### src/rtl/ut_param.sv
// ut_param: parametrised processing-unit datapath.
// Accumulator, small register file, carry/zero flags, an 8-operation ALU
// and a multi-cycle unsigned shift-add multiplier with busy/done handshake.
// All state is synchronous to clk_i; rst_i is synchronous and active-high,
// and ce_i = 0 freezes every register in the block.
module ut_param #(
  parameter int WIDTH  = 8,
  parameter int NREG   = 4,
  localparam int ADDR_W = $clog2(NREG)
) (
  input  logic              clk_i,
  input  logic              rst_i,
  input  logic              ce_i,
  input  logic [2:0]        sel_ual_i,
  input  logic [ADDR_W-1:0] reg_sel_i,
  input  logic              src_sel_i,
  input  logic [WIDTH-1:0]  data_in_i,
  input  logic              load_reg_i,
  input  logic              load_accu_i,
  input  logic              load_carry_i,
  input  logic              init_carry_i,
  input  logic              start_mul_i,
  output logic              busy_o,
  output logic              done_o,
  output logic              carry_o,
  output logic              zero_o,
  output logic [WIDTH-1:0]  data_out_o
);

  // Step counter must hold values 0 .. WIDTH-1.
  localparam int CNT_W = $clog2(WIDTH + 1);

  localparam logic [2:0] OP_PASS = 3'b000;
  localparam logic [2:0] OP_ADD  = 3'b001;
  localparam logic [2:0] OP_ADC  = 3'b010;
  localparam logic [2:0] OP_SUB  = 3'b011;
  localparam logic [2:0] OP_AND  = 3'b100;
  localparam logic [2:0] OP_OR   = 3'b101;
  localparam logic [2:0] OP_XOR  = 3'b110;
  localparam logic [2:0] OP_RLC  = 3'b111;

  typedef enum logic [0:0] {
    ST_IDLE = 1'b0,
    ST_RUN  = 1'b1
  } state_e;

  // ALU: returns {carry_out, result}. Subtract computes on WIDTH+1 bits so
  // the top bit of the difference is exactly the borrow (A < B).
  function automatic logic [WIDTH:0] alu_f(
    input logic [2:0]       op,
    input logic [WIDTH-1:0] a,
    input logic [WIDTH-1:0] b,
    input logic             cin
  );
    logic [WIDTH:0] r;
    r = '0;
    case (op)
      OP_PASS: r = {1'b0, b};
      OP_ADD:  r = {1'b0, a} + {1'b0, b};
      OP_ADC:  r = {1'b0, a} + {1'b0, b} + {{WIDTH{1'b0}}, cin};
      OP_SUB:  r = {1'b0, a} - {1'b0, b};
      OP_AND:  r = {1'b0, a & b};
      OP_OR:   r = {1'b0, a | b};
      OP_XOR:  r = {1'b0, a ^ b};
      OP_RLC:  r = {a[WIDTH-1], a[WIDTH-2:0], cin};
      default: r = '0;
    endcase
    return r;
  endfunction

  // Architectural state
  state_e                  state_q, state_d;
  logic [WIDTH-1:0]        accu_q,  accu_d;
  logic                    carry_q, carry_d;
  logic                    zero_q,  zero_d;
  logic                    busy_q,  busy_d;
  logic                    done_q,  done_d;
  logic [WIDTH-1:0]        regs_q [NREG];

  // Multiplier working state. The low product half shares the multiplier
  // register: each step shifts a product bit in from the top as a
  // multiplier bit is consumed from the bottom.
  logic [WIDTH-1:0]        mcand_q, mcand_d;
  logic [WIDTH-1:0]        prod_hi_q, prod_hi_d;
  logic [WIDTH-1:0]        prod_lo_q, prod_lo_d;
  logic [ADDR_W-1:0]       dest_q,  dest_d;
  logic [CNT_W-1:0]        cnt_q,   cnt_d;

  // Combinational helpers
  logic [WIDTH-1:0]        b_s;
  logic [WIDTH:0]          alu_s;
  logic                    idle_s;
  logic                    run_s;
  logic                    last_s;
  logic [WIDTH:0]          partial_s;
  logic [2*WIDTH-1:0]      prod_step_s;
  logic                    rf_we_s;
  logic [ADDR_W-1:0]       rf_addr_s;
  logic [WIDTH-1:0]        rf_wdata_s;

  // Operand select, ALU evaluation and one shift-add multiplier step.
  always_comb begin
    b_s         = src_sel_i ? data_in_i : regs_q[reg_sel_i];
    alu_s       = alu_f(sel_ual_i, accu_q, b_s, carry_q);
    idle_s      = (state_q == ST_IDLE);
    run_s       = (state_q == ST_RUN);
    last_s      = run_s && (cnt_q == CNT_W'(WIDTH - 1));
    partial_s   = {1'b0, prod_hi_q} + (prod_lo_q[0] ? {1'b0, mcand_q} : {(WIDTH+1){1'b0}});
    prod_step_s = {partial_s, prod_lo_q[WIDTH-1:1]};
  end

  // FSM state register.
  always_ff @(posedge clk_i) begin
    if (rst_i) begin
      state_q <= ST_IDLE;
    end else if (ce_i) begin
      state_q <= state_d;
    end else begin
      state_q <= state_q;
    end
  end

  // FSM next-state: IDLE -> RUN on start, RUN -> IDLE after the last step.
  always_comb begin
    state_d = state_q;
    case (state_q)
      ST_IDLE: begin
        if (start_mul_i) begin
          state_d = ST_RUN;
        end else begin
          state_d = ST_IDLE;
        end
      end
      ST_RUN: begin
        if (last_s) begin
          state_d = ST_IDLE;
        end else begin
          state_d = ST_RUN;
        end
      end
      default: state_d = ST_IDLE;
    endcase
  end

  // FSM outputs: busy follows the upcoming state, done marks the final step.
  always_comb begin
    busy_d = (state_d == ST_RUN);
    done_d = last_s;
  end

  // Handshake output registers; done is held while ce is low.
  always_ff @(posedge clk_i) begin
    if (rst_i) begin
      busy_q <= 1'b0;
      done_q <= 1'b0;
    end else if (ce_i) begin
      busy_q <= busy_d;
      done_q <= done_d;
    end else begin
      busy_q <= busy_q;
      done_q <= done_q;
    end
  end

  // Datapath next-state: multiply sequencing has priority, the start cycle
  // blocks all loads, otherwise the individual load strobes apply.
  always_comb begin
    accu_d     = accu_q;
    carry_d    = carry_q;
    zero_d     = zero_q;
    mcand_d    = mcand_q;
    prod_hi_d  = prod_hi_q;
    prod_lo_d  = prod_lo_q;
    dest_d     = dest_q;
    cnt_d      = cnt_q;
    rf_we_s    = 1'b0;
    rf_addr_s  = reg_sel_i;
    rf_wdata_s = src_sel_i ? data_in_i : accu_q;

    if (run_s) begin
      prod_hi_d = prod_step_s[2*WIDTH-1:WIDTH];
      prod_lo_d = prod_step_s[WIDTH-1:0];
      cnt_d     = cnt_q + CNT_W'(1);
      if (last_s) begin
        accu_d     = prod_step_s[WIDTH-1:0];
        carry_d    = 1'b0;
        zero_d     = (prod_step_s == {(2*WIDTH){1'b0}});
        rf_we_s    = 1'b1;
        rf_addr_s  = dest_q;
        rf_wdata_s = prod_step_s[2*WIDTH-1:WIDTH];
      end else begin
        rf_we_s    = 1'b0;
      end
    end else if (idle_s && start_mul_i) begin
      mcand_d   = accu_q;
      prod_lo_d = b_s;
      prod_hi_d = '0;
      dest_d    = reg_sel_i;
      cnt_d     = '0;
    end else begin
      if (load_reg_i) begin
        rf_we_s = 1'b1;
      end else begin
        rf_we_s = 1'b0;
      end
      if (load_accu_i) begin
        accu_d = alu_s[WIDTH-1:0];
        zero_d = (alu_s[WIDTH-1:0] == {WIDTH{1'b0}});
      end else begin
        accu_d = accu_q;
      end
      if (init_carry_i) begin
        carry_d = 1'b0;
      end else if (load_carry_i) begin
        carry_d = alu_s[WIDTH];
      end else begin
        carry_d = carry_q;
      end
    end
  end

  // Accumulator, flags and multiplier working registers.
  always_ff @(posedge clk_i) begin
    if (rst_i) begin
      accu_q    <= '0;
      carry_q   <= 1'b0;
      zero_q    <= 1'b1;
      mcand_q   <= '0;
      prod_hi_q <= '0;
      prod_lo_q <= '0;
      dest_q    <= '0;
      cnt_q     <= '0;
    end else if (ce_i) begin
      accu_q    <= accu_d;
      carry_q   <= carry_d;
      zero_q    <= zero_d;
      mcand_q   <= mcand_d;
      prod_hi_q <= prod_hi_d;
      prod_lo_q <= prod_lo_d;
      dest_q    <= dest_d;
      cnt_q     <= cnt_d;
    end else begin
      accu_q    <= accu_q;
      carry_q   <= carry_q;
      zero_q    <= zero_q;
      mcand_q   <= mcand_q;
      prod_hi_q <= prod_hi_q;
      prod_lo_q <= prod_lo_q;
      dest_q    <= dest_q;
      cnt_q     <= cnt_q;
    end
  end

  // Register file: single write port shared by load_reg and the multiply
  // high-word write-back.
  always_ff @(posedge clk_i) begin
    if (rst_i) begin
      for (int i = 0; i < NREG; i++) begin
        regs_q[i] <= '0;
      end
    end else if (ce_i && rf_we_s) begin
      regs_q[rf_addr_s] <= rf_wdata_s;
    end
  end

  assign busy_o     = busy_q;
  assign done_o     = done_q;
  assign carry_o    = carry_q;
  assign zero_o     = zero_q;
  assign data_out_o = accu_q;

endmodule
### config.mk
export PLATFORM = sky130hd
export DESIGN_NAME = ut_param
export DESIGN_NICKNAME = d
export VERILOG_FILES = /design/src/rtl/ut_param.sv
export SDC_FILE = /design/constraint.sdc
export NUM_CORES = 1
export LEC_CHECK = 0
export ABC_AREA = 1
export CAP_MARGIN = 20
export CORE_MARGIN = 2
export CORE_UTILIZATION = 45
export CTS_CLUSTER_DIAMETER = 30
export DETAILED_ROUTE_END_ITERATION = 8
export PLACE_DENSITY = 0.65
export SKIP_LAST_GASP = 1
export SLEW_MARGIN = 5
export SYNTH_ARGS = -nofsm -noshare
export SYNTH_HDL_FRONTEND = slang
export SYNTH_SLANG_ARGS = --single-unit
### constraint.sdc
create_clock -name clk_i -period 3.6 [get_ports clk_i]
set_input_delay 0.54 -clock clk_i [delete_from_list [all_inputs] [get_ports clk_i]]
set_output_delay 0.54 -clock clk_i [all_outputs]
set_load 0.005 [all_outputs]
# Yosys cells after proc, flatten, opt, wreduce, memory -nomap -nowiden
# Memories as Yosys holds them, arrays and structs flattened.
# Cells that the tools add are included.
dict set report word_totals {
  register_bits 42
  mem_bits_rw 32
  input_bits 22
  output_inout_bits 12
  elab_cells 86
  mem_count 1
}
# memory depth width read_ports rd_clocked_by_memory_dff write_ports line_no
set mem_list {}
lappend mem_list {regs_q 4 8 1 0 4 78} ;# logic [WIDTH-1:0] regs_q [NREG];
dict set report op_classes {
  n_addsub 5
  eq_ne 10
  n_mux 42
  bitwise 4
  n_reduce_logical 14
}
# op n
set op_table {}
lappend op_table {{two-way mux 8 bit} 14}
lappend op_table {{case mux 9 bit (8 select lines)} 1}
lappend op_table {{two-way mux 1 bit} 21}
lappend op_table {{adder 8 x 8 -> 9 bit} 2}
lappend op_table {{logical NOT 16 bit} 1}
lappend op_table {{equality test 3 bit, second input constant} 4}
lappend op_table {{adder 9 x 1 -> 9 bit} 1}
lappend op_table {{subtractor 8 x 8 -> 9 bit} 1}
lappend op_table {{AND 8 bit} 1}
lappend op_table {{logical NOT 8 bit} 1}
lappend op_table {{two-way mux 4 bit} 2}
lappend op_table {{OR 8 bit} 1}
lappend op_table {{AND reduction 4 bit} 2}
lappend op_table {{OR reduction 8 bit} 1}
lappend op_table {{bitwise XOR 8 bit} 1}
lappend op_table {{equality test 3 x 2 -> 1 bit, second input constant} 2}
lappend op_table {{two-way mux 2 bit} 3}
lappend op_table {{adder 4 x 1 -> 4 bit, second input constant} 1}
lappend op_table {{equality test 4 x 3 -> 1 bit, second input constant} 1}
lappend op_table {{nonzero test 2 bit} 2}
lappend op_table {{equality test 3 x 1 -> 1 bit, second input constant} 1}
lappend op_table {{logical AND 1 bit} 3}
lappend op_table {{logical NOT 3 bit} 1}
lappend op_table {{AND reduction 3 bit} 1}
lappend op_table {{6 further kinds} 6}

# Depth between registers and ports, before layout
dict set report depth {
  word_depth 10
  mapped_depth 26
  mapped_depth_nobuf 25
}

# Worst setup path before layout
# No wires, ideal clock.
dict set report synth_path {
  kind {input to register}
  start {in reg_sel_i[0]}
  end {reg carry_q (netlist: carry_o)}
  setup_time_ns 0.070
  t_arrival_ns 3.150
  required_time_ns 3.530
  path_slack_ns 0.380
  stages 21
  n_path_buf 2
  path_cell_list {buf_2 -> inv_1 -> buf_2 -> nor2_1 -> o21ai_0 -> nand2_1 -> nand2_1 -> ha_1 -> fa_1 -> ha_1 -> inv_1 -> nor2_1 -> nand3_1 -> nor2_1 -> nand3_1 -> nor2_1 -> or2_2 -> nand3_1 -> nand2_1 -> nand2_1 -> a21oi_1}
}
dict set report synth_between {
  elab_chain_len 9
  word_cells_on_any_way 10
  classes_between {add/sub: 3; mux: 6; memory: 1}
}
# item line_no
set synth_rtl {}
lappend synth_rtl {{start: declaration} 15} ;# input logic [ADDR_W-1:0] reg_sel_i,
lappend synth_rtl {{memory (4 x 8 bit) (*)} --}
lappend synth_rtl {{two-way mux 8 bit (*)} 103} ;# b_s = src_sel_i ? data_in_i : regs_q[reg_sel_i];
lappend synth_rtl {{adder 8 x 8 -> 9 bit} {59, 60}}
lappend synth_rtl {{adder 9 x 1 -> 9 bit} 60} ;# OP_ADC: r = {1'b0, a} + {1'b0, b} + {{WIDTH{1'b0}}, cin};
lappend synth_rtl {{case mux 9 bit (8 select lines) (*)} 57} ;# case (op)
lappend synth_rtl {{two-way mux 1 bit (*)} 214} ;# end else if (load_carry_i) begin
lappend synth_rtl {{two-way mux 1 bit (*)} 212} ;# if (init_carry_i) begin
lappend synth_rtl {{two-way mux 1 bit (*)} 194} ;# end else if (idle_s && start_mul_i) begin
lappend synth_rtl {{two-way mux 1 bit (*)} 180} ;# if (run_s) begin
lappend synth_rtl {{end signal: assignment} 235} ;# carry_q <= carry_d;
lappend synth_rtl {{end signal: assignment} 244} ;# carry_q <= carry_q;
lappend synth_rtl {{end: declaration} 74} ;# logic carry_q, carry_d;
# Mark *: on every way between the ends. The rest lies on a longest branch, timed or not. The select of a mux whose other input is x is not followed.
# A chain may end at the register's enable or synchronous reset.

# Worst setup path after layout
dict set report layout_path {
  start {in reg_sel_i[0]}
  end {reg zero_q (netlist: zero_o)}
}
dict set report layout_between {
  elab_chain_len 9
  word_cells_on_any_way 13
  classes_between {add/sub: 3; mux: 5; bitwise: 3; reduce/logical: 1; memory: 1}
}
# item line_no
set layout_rtl {}
lappend layout_rtl {{memory (4 x 8 bit) (*)} --}
lappend layout_rtl {{two-way mux 8 bit (*)} 103}
lappend layout_rtl {{adder 8 x 8 -> 9 bit} {59, 60}}
lappend layout_rtl {{adder 9 x 1 -> 9 bit} 60}
lappend layout_rtl {{case mux 9 bit (8 select lines) (*)} 57}
lappend layout_rtl {{logical NOT 8 bit (*)} 208} ;# zero_d = (alu_s[WIDTH-1:0] == {WIDTH{1'b0}});
lappend layout_rtl {{two-way mux 1 bit (*)} 206} ;# if (load_accu_i) begin
lappend layout_rtl {{two-way mux 1 bit (*)} 194}
lappend layout_rtl {{two-way mux 1 bit (*)} 180}
lappend layout_rtl {{end signal: assignment} 236} ;# zero_q <= zero_d;
lappend layout_rtl {{end signal: assignment} 245} ;# zero_q <= zero_q;
lappend layout_rtl {{end: declaration} 75} ;# logic zero_q, zero_d;
# Marked as above.

==> results.tsv <==
metric	value	unit
status	finished, final reports clean	
Final nets	931	
share of layout cells above drive strength 1	12.2	%
Final GP Congestion	0.942	
grt total ovfl	0	
first-pass GRT wire length	27.0	mm
Area Growth Syn to Fin	22.3	%
most frequent cells in the layout	177 x nand2_1, 96 x inv_1, 90 x nor2_1	
clock skew	0.00931	ns
Synthesized Nets	853	
1st-iter DRT viols	454	
die height	113	um
period utilization	92.5	%
Initial Utilization	46.7	%
DP HPWL	13.4	mm
Rows	39	
Power Density	387	mW/mm2
area leader, netlist	edfxtp_1	
Period minus WS final	3.33	ns
NetSw	0.000766	W
Worst-path clk slew	0.06	ns
cells after synthesis	791	
Peak VDD IR	0.433	mV
port buffer count	33	
final setup margin	0.269	ns
overall power	0.00254	W
Seq pwr share	37.1	%
Worst slew margin	49.4	%
Clock power frac	38.8	%
Comb power frac	24.2	%
# setup viols final	0	
register area share after synthesis	33.5	%
via/cell ratio	5.44	
placed cell area	0.00624	mm2
crit path cell chain	clkdlybuf4s50_1 > buf_4 > buf_4 > nor2_1 > o22ai_1 > o21bai_1 > ha_1 > buf_4 > nor2_1 > nand3_1 > nand4_1 > nand2_1 > nor2_1 > nor2_1 > a21oi_1 > nor2_1 > nand3_1 > nand2_1 > nand2_1 > nand2_1	
Final Util	57.1	%
crit-path most repeated cell	nor2_1	
WHS	0.471	ns
clk sinks	74	
vias in the first global route	5211	
clk_lat worst skew	0.34	ns
Layout fillers	1084	
most common cell after layout, fill and taps aside	nand2_1	
Worst Hold Path EP	prod_hi_q[2]	
Worst-Margin Slew	0.752	ns
RSZ-0062 raised after global routing	yes	
footprint of the multi-input gates	0.00308	mm2
drt total wl	17.0	mm
Max Clock Freq	0.300	GHz
die width	113	um
worst hold start	prod_hi_q[2]	
P_int	0.00178	W
Ys Warns	0	
area share of the largest cell type after synthesis	17.9	%
CP required	3.83	ns
Crit-path slowest cell	clkdlybuf4s50_1	
Tightest Hold Check Type	flip-flop to flip-flop	
Buf/Inv on CP	4	
drt wl/cell	16.7	um
FF/Latch Area	0.00180	mm2
design area	0.00658	mm2
Hold Path Stages	2	
switch share	30.1	%
Post-Syn Area	0.00538	mm2
worst r2r src	regs_q[1][0]	
Top Family by Delay on Critical Path	buffers and inverters	
CTS root buffer	clkbuf_16	
launching element type of the critical path	input port	
Initial DRT Pass Iterations	6	
RR Endpoint	carry_o	
CP max stage delay	0.48	ns
DRC violations left	0	
die area	0.0128	mm2
Slew Limit Fails	0	
DP Worst Slack	-0.111	ns
R2R Setup Slk	0.75	ns
total clock buffers created by CTS	9	
R2R cell count	18	
Total Routing Usage GR	27.0	%
Yosys reg bits	74	
top cells by area, synth	edfxtp_1 18%, dfxtp_1 16%, nand2_1 12%	
initial antenna violation count	0	
vias post-DR	5532	
Core Area	0.0115	mm2
largest net degree at the start of global routing	26	
H-tree depth	3	
largest fanout on the critical path	11	
Ports	34	
Avg Inst Size Synth	6.80	um2
Final ANT Viol Nets	0	
worst endpoint data arrival time	3.56	ns
max-cap viol count	0	
CTS tree	done	
Pleak	3.09	nW
antenna cell count	0	
synth unique cells	36	
Final Hold Viols	0	
CP endpoint kind	flip-flop	
Crit Path Category	input port to flip-flop	
Clock Path Buffers	2	
## how the worst max path moves through the flow
stage | start | endpoint | depth (start not counted)
after CTS | reg_sel_i[0] | carry_o | 20
final | reg_sel_i[0] | zero_o | 20
after global placement | reg_sel_i[0] | zero_o | 20
after global routing | reg_sel_i[0] | zero_o | 24
after detailed placement | reg_sel_i[0] | carry_o | 20
after floorplan | reg_sel_i[0] | carry_o | 21
## power by group through the flow
stage | Combinational (W) | Sequential, W | Clock (W)
final | 0.000614 | 0.000942 | 0.000986
after global placement | 0.000597 | 0.000958 | 0
after detailed placement | 0.000601 | 0.000959 | 0
after global routing | 0.000679 | 0.000947 | 0.00102
after floorplan | 0.000347 | 0.000949 | 0
after CTS | 0.000604 | 0.000941 | 0.000992
## worst reg2reg max path, cell delays in order, from the launching register on
cell	delay [ns]
edfxtp_1	0.37
nor2_1	0.13
o21ai_0	0.10
nand2_1	0.08
nand2_1	0.08
ha_1	0.23
fa_2	0.56
ha_1	0.16
inv_1	0.06
nor2_2	0.14
nand3_1	0.12
nor2_2	0.12
nand3_1	0.13
nor2_2	0.11
or2_2	0.11
nand3_1	0.06
nand2_1	0.07
nand2_1	0.05
a21oi_1	0.11
## layout make-up
cell class                      instances  area share, %
Multi-Input combinational cell        586           46.9
Sequential cell                        74           27.4
Timing Repair Buffer                   96           12.2
Inverter                              102           5.82
Clock buffer                            9           3.42
Tap cell                              143           2.72
Clock inverter                          7           1.54
## cell usage after synthesis, drive strengths merged
library cell and instances:
a211oi 1, a21oi 56, a221o 1, a22oi 2, a31oi 12, buf 10, clkbuf 19, dfxtp 42
edfxtp 32, fa 3, ha 37, inv 102, nand2 179, nand3 73, nand3b 1, nand4 12
nor2 95, nor3 9, nor4 2, o211ai 4, o21a 2, o21ai 72, o21bai 2, o22ai 8
o31ai 1, or2 10, xnor2 1, xor2 3
## per-layer routing
metal	up-vias	track usage [%]	part of all wire [%]
met3	31	4.12	6.2
met4	0	9.11	2.7
met1	2521	38.2	46
met5	-	0	0
met2	193	42.2	45
li1	2787	-	-
## stage by stage
step	instances	setup TNS [ns]
after floorplan	791	0
after global placement	1000	-0.138
after detailed placement	1001	-0.201
after CTS	1017	0
after global routing	1017	-0.00332
final	1017	0
## state kept, by name, summed over array words and instances (netlist names)
signal / count
busy_o: 1
carry_o: 1
cnt_q: 4
data_out_o: 8
dest_q: 2
done_o: 1
mcand_q: 8
prod_hi_q: 8
prod_lo_q: 8
regs_q: 32
zero_o: 1
## repair_timing
| action | in CTS | in global routing |
|---|---|---|
| gates resized for setup | 0 | 5 |
| endpoints found under the setup margin | 0 | 3 |
| setup buffers | 0 | 0 |
| hold buffers | 0 | 0 |
## cells by family (layout without fill, tap and decap cells)
group,after synthesis,count (layout),synth area share [%]
and+or+nand+nor,381,381,30.5
DFF,74,74,33.5
xor gates and xnor gates,4,4,0.652
AOI/OAI and AO/OA,161,161,16.2
buffers and inverters,131,214,9.33
adders and majority gates,40,40,9.73
No activity file was read; power rests on OpenSTA's default activity.
